**config.mk**
```make
export PLATFORM = sky130hd
export DESIGN_NAME = alu_mul_sequencer
export DESIGN_NICKNAME = d
export VERILOG_FILES = /design/src/rtl/alu_mul_sequencer.sv
export SDC_FILE = /design/constraint.sdc
export NUM_CORES = 1
export LEC_CHECK = 0
export CORE_MARGIN = 2
export CORE_UTILIZATION = 25
export CTS_CLUSTER_DIAMETER = 100
export DETAILED_ROUTE_END_ITERATION = 8
export SKIP_CTS_REPAIR_TIMING = 1
export SLEW_MARGIN = 30
export SYNTH_ARGS = -nofsm -noshare
export SYNTH_HDL_FRONTEND = slang
export SYNTH_SLANG_ARGS = --single-unit
```
**constraint.sdc**
```tcl
create_clock -name Clk -period 3.5 [get_ports Clk]
set_clock_uncertainty 0.1 [all_clocks]
set_input_delay 0.875 -clock Clk [delete_from_list [all_inputs] [get_ports Clk]]
set_output_delay 0.875 -clock Clk [all_outputs]
set_load 0.01 [all_outputs]
```
**src/rtl/alu_mul_sequencer.sv**
```systemverilog
// Shift-add unsigned multiplier that borrows the core's shared ALU for its adds.
// The core yields the ALU one granted cycle at a time; the product's low WIDTH bits return over valid/ready.
module alu_mul_sequencer #(
    parameter int unsigned WIDTH      = 64,
    parameter logic [3:0]  ADD_CODE   = 4'b0010,
    parameter logic [3:0]  PASSB_CODE = 4'b0111
) (
    input  logic             Clk,
    input  logic             Reset,
    input  logic             req_valid,
    output logic             req_ready,
    input  logic [WIDTH-1:0] op_a,
    input  logic [WIDTH-1:0] op_b,
    output logic             resp_valid,
    input  logic             resp_ready,
    output logic [WIDTH-1:0] result,
    output logic             result_zero,
    output logic             busy,
    output logic             alu_req,
    input  logic             alu_gnt,
    output logic [WIDTH-1:0] alu_a,
    output logic [WIDTH-1:0] alu_b,
    output logic [3:0]       alu_ctrl,
    input  logic [WIDTH-1:0] alu_w
);

    localparam int unsigned CNT_W = (WIDTH > 1) ? $clog2(WIDTH) : 1;

    typedef enum logic [1:0] {
        IDLE,
        ITER,
        DONE
    } state_e;

    state_e             state_q, state_d;
    logic [WIDTH-1:0]   acc_q, acc_d;
    logic [WIDTH-1:0]   mcand_q, mcand_d;
    logic [WIDTH-1:0]   mplr_q, mplr_d;
    logic [CNT_W-1:0]   cnt_q, cnt_d;
    logic [WIDTH-1:0]   mplr_shift;

    logic               req_ready_q, req_ready_d;
    logic               resp_valid_q, resp_valid_d;
    logic [WIDTH-1:0]   result_q, result_d;
    logic               result_zero_q, result_zero_d;
    logic               busy_q, busy_d;
    logic               alu_req_q, alu_req_d;
    logic [WIDTH-1:0]   alu_a_q, alu_a_d;
    logic [WIDTH-1:0]   alu_b_q, alu_b_d;
    logic [3:0]         alu_ctrl_q, alu_ctrl_d;

    // Next-state datapath; outputs are decoded from the next register values so
    // the registered copies equal a Moore decode of the current state.
    always_comb begin
        state_d    = state_q;
        acc_d      = acc_q;
        mcand_d    = mcand_q;
        mplr_d     = mplr_q;
        cnt_d      = cnt_q;
        mplr_shift = mplr_q >> 1;

        case (state_q)
            IDLE: begin
                if (req_valid) begin
                    mcand_d = op_a;
                    mplr_d  = op_b;
                    acc_d   = '0;
                    cnt_d   = '0;
                    state_d = (op_b == '0) ? DONE : ITER;
                end
            end
            ITER: begin
                if (alu_gnt) begin
                    acc_d   = alu_w;
                    mcand_d = mcand_q << 1;
                    mplr_d  = mplr_shift;
                    cnt_d   = cnt_q + CNT_W'(1);
                    if ((mplr_shift == '0) || (cnt_q == CNT_W'(WIDTH - 1))) begin
                        state_d = DONE;
                    end
                end
            end
            DONE: begin
                if (resp_ready) begin
                    state_d = IDLE;
                end
            end
            default: state_d = IDLE;
        endcase

        req_ready_d   = (state_d == IDLE);
        resp_valid_d  = (state_d == DONE);
        busy_d        = (state_d != IDLE);
        alu_req_d     = (state_d == ITER);
        alu_a_d       = '0;
        alu_b_d       = '0;
        alu_ctrl_d    = PASSB_CODE;
        result_d      = result_q;
        result_zero_d = result_zero_q;

        if (state_d == ITER) begin
            alu_a_d    = acc_d;
            alu_b_d    = mplr_d[0] ? mcand_d : '0;
            alu_ctrl_d = ADD_CODE;
        end

        // Result only moves when a product is published; it then holds through IDLE.
        if (state_d == DONE) begin
            result_d      = acc_d;
            result_zero_d = (acc_d == '0);
        end
    end

    always_ff @(posedge Clk) begin
        if (Reset) begin
            state_q       <= IDLE;
            acc_q         <= '0;
            mcand_q       <= '0;
            mplr_q        <= '0;
            cnt_q         <= '0;
            req_ready_q   <= 1'b1;
            resp_valid_q  <= 1'b0;
            result_q      <= '0;
            result_zero_q <= 1'b1;
            busy_q        <= 1'b0;
            alu_req_q     <= 1'b0;
            alu_a_q       <= '0;
            alu_b_q       <= '0;
            alu_ctrl_q    <= PASSB_CODE;
        end else begin
            state_q       <= state_d;
            acc_q         <= acc_d;
            mcand_q       <= mcand_d;
            mplr_q        <= mplr_d;
            cnt_q         <= cnt_d;
            req_ready_q   <= req_ready_d;
            resp_valid_q  <= resp_valid_d;
            result_q      <= result_d;
            result_zero_q <= result_zero_d;
            busy_q        <= busy_d;
            alu_req_q     <= alu_req_d;
            alu_a_q       <= alu_a_d;
            alu_b_q       <= alu_b_d;
            alu_ctrl_q    <= alu_ctrl_d;
        end
    end

    assign req_ready   = req_ready_q;
    assign resp_valid  = resp_valid_q;
    assign result      = result_q;
    assign result_zero = result_zero_q;
    assign busy        = busy_q;
    assign alu_req     = alu_req_q;
    assign alu_a       = alu_a_q;
    assign alu_b       = alu_b_q;
    assign alu_ctrl    = alu_ctrl_q;

endmodule

```
==> metrics.yaml <==
outcome:
  status: "finished, final reports clean"
detailed_routing:
  vias_per_cell: 5.003
  postRouteAntennaNets: 0
  drtIter0Drc: 827
  vias: 13510
  drc: 0
  first_pass_iters: 5
  routed_wl_um: 51770
  routedWlPerCell_um: 19.17
clock_tree:
  clkSinkCount: 398
  cts_buffers: 47
  root_buffer: "clkbuf_16"
  cts.path.max_buffers: 3
  clk_transition_reported_paths_ns: 0.06
  clk_latency_ns: 0.57
  ctsHtreeMaxLevel: 2
  cts_tree: "done"
power:
  powerDensity_nw_per_um2: 518.8
  ir_drop_mv: 0.3317
  leakagePower_nw: 7.739
critical_path:
  start_kind: "input pin"
  worstPathRequired_ns: 3.89
  startpoint: "req_valid"
  timing.rr.end: "result[20]$_SDFFE_PP0N_"
  regToRegStartpoint: "mplr_q[43]$_SDFFE_PP0P_"
  crit_end: "result_zero$_SDFFE_PP1N_"
  reg2reg_setup_slack_ns: 0.71
  r2r_cells: 8
  critPathKind: "in2reg"
  cp.arrival_ns: 3.43
  crit_fanout: 19
  cp-end-kind: "flip-flop"
synthesis:
  synth_seq_cells: 398
  yosysWarnings: 0
  synth_top_cells_by_area: "dfxtp_1 56%, a21oi_1 4.7%, nor3_1 4.7%, a22oi_1 4.4%, nor4_1 4.3%"
  ys_seq_area_share_pct: 55.82
  synth-main-ff-cell: "dfxtp_1"
  synth_edf_count: 0
  syn_area_per_cell_um2: 9.490
  yosysUniqueCellTypes: 46
  synth_fp_nets: 1702
  synth_area_um2: 14270
  synthCells: 1504
  yosys.area.top_type_share_pct: 55.82
  synth-async-reset-ratio_pct: 0
  yosys.area.top_type: "dfxtp_1"
final_layout:
  diodes: 0
  final_area_um2: 21330
  drive_above_1_share_pct: 11.16
  layout_common_cells: "396 x dfxtp_1, 393 x clkdlybuf4s50_1, 142 x nor2_1, 134 x nor3_1, 132 x a21oi_1"
  nets: 2106
  utilization_pct: 37.83
  final_common_cell: "dfxtp_1"
  final_cells: 2700
  area_growth_pct: 49.44
floorplanning:
  die_area_um2: 59020
  coreArea_um2: 56390
  initial_core_util_pct: 25.31
  io_pins: 398
  die_x_um: 242.9
  rows: 87
  die_h_um: 242.9
placement:
  place_congestion: 0.8484
  dp_cells: 2615
  dp_hpwl_um: 36480
  placed_area_um2: 19740
  numPortBuffers: 395
global_routing:
  grt-ovfl-total: 0
  grt_usage_pct: 16.77
  grt_pass1_wl_um: 78760
  grt_max_degree: 100
  antenna_found_initial: 0
  grt_pass1_vias: 13330
min_path:
  hp-class: "reg2reg"
sta:
  setup_viol: 0
  hold_viol: 0
  period_share_pct: 86.82
  max-slew-margin-rel_pct: 46.48
  slew_violations: 0
  rsz0062_at_grt: "false"
  finalCriticalPeriod_ns: 3.039
  fin_setup_tns_ns: 0
  fmax_ghz: 0.3291
  tightest_slew_ns: 0.8011
flow_run:
  maxCapViolCount: 0
[synthesized netlist by cell type (all sizes together) (2+ instances only)]
master / instances
and3b: 10
a221oi: 9
nor3: 134
and4b: 32
inv: 2
nand3: 2
clkbuf: 125
dfxtp: 398
a21oi: 134
xor2: 3
nor4: 99
and3: 2
conb: 2
a32o: 4
a31oi: 33
nand4: 21
and4: 3
nor2b: 9
buf: 34
and2: 5
nand2: 66
a22o: 68
a22oi: 83
or4: 3
nor2: 143
a211oi: 64
[critical path, stage by stage]
cell,delay [ns]
clkdlybuf4s50_1,0.48
or3b_1,0.43
buf_12,0.19
a31oi_1,0.25
nand4_1,0.15
or3_1,0.34
or4_1,0.46
o31ai_1,0.24
[metal layers]
layer | wire, µm | global-route usage (%) | share of wire, % | vias up
li1 | - | - | - | 6417
met1 | 21920 | 21.41 | 42 | 6479
met2 | 24510 | 27.95 | 47 | 537
met3 | 4126 | 4.135 | 8.0 | 74
met4 | 1205 | 4.908 | 2.3 | 0
met5 | 0 | 0 | 0 | -
[registers in the layout, summed over array words and instances, names as in the netlist]
signal / count
result_zero: 1
mcand_q: 64
req_ready: 1
alu_ctrl: 1
busy: 1
alu_req: 1
resp_valid: 1
state_q: 2
mplr_q: 64
cnt_q: 6
alu_a: 64
alu_b: 64
acc_q: 64
result: 64
[report_power, final]
group	leakage (nW)	total, W	switching (W)	internal (W)
clock network	0.794	0.00500	0.00200	0.00300
logic	3.71	0.00128	0.000686	0.000595
registers	3.24	0.00478	0.0000921	0.00469
[worst min path at each step]
stage,start,cells past startpoint,to,slack [ns]
after floorplan,mcand_q[63]$_SDFF_PP0_,2,mcand_q[63]$_SDFF_PP0_,0.34
after global placement,cnt_q[1]$_SDFFE_PP0P_,2,cnt_q[1]$_SDFFE_PP0P_,0.36
after detailed placement,mplr_q[35]$_SDFFE_PP0P_,2,mplr_q[35]$_SDFFE_PP0P_,0.36
after CTS,mplr_q[35]$_SDFFE_PP0P_,2,mplr_q[35]$_SDFFE_PP0P_,0.37
after global routing,mplr_q[2]$_SDFFE_PP0P_,2,mplr_q[2]$_SDFFE_PP0P_,0.39
final,mplr_q[40]$_SDFFE_PP0P_,2,mplr_q[40]$_SDFFE_PP0P_,0.37
[kinds of logic (layout without fill, tap and decap cells)]
family,after synthesis,after routing,synth area share [%]
buffers and inverters,161,601,4.453
DFF,398,398,55.82
adders and majority gates,1,1,0.08764
muxes,1,1,0.07013
other,2,2,0.05261
AOI/OAI and AO/OA,402,402,19.53
and+or+nand+nor,535,535,19.74
xor gates and xnor gates,4,4,0.2455
[final cells by class]
cell class	count	area (µm²)
Clock buffer	66	1390
Clock inverter	19	198.9
Fill cell	5592	35060
Inverter	2	7.507
Multi-Input combinational cell	945	5733
Sequential cell	398	7970
Tap cell	756	945.9
Timing Repair Buffer	514	5085
[stage by stage]
step           total power, W  hold WS, ns  worst slack (ns)
5_1_grt               0.01150       0.3920            0.3530
4_1_cts               0.01120       0.3689            0.4888
3_5_place_dp         0.006164       0.3614          -0.09981
2_1_floorplan        0.005462       0.3438            0.5767
3_3_place_gp         0.006150       0.3575          -0.07904
6_report              0.01107       0.3704            0.4612
Power figures use the tool's default switching activity.
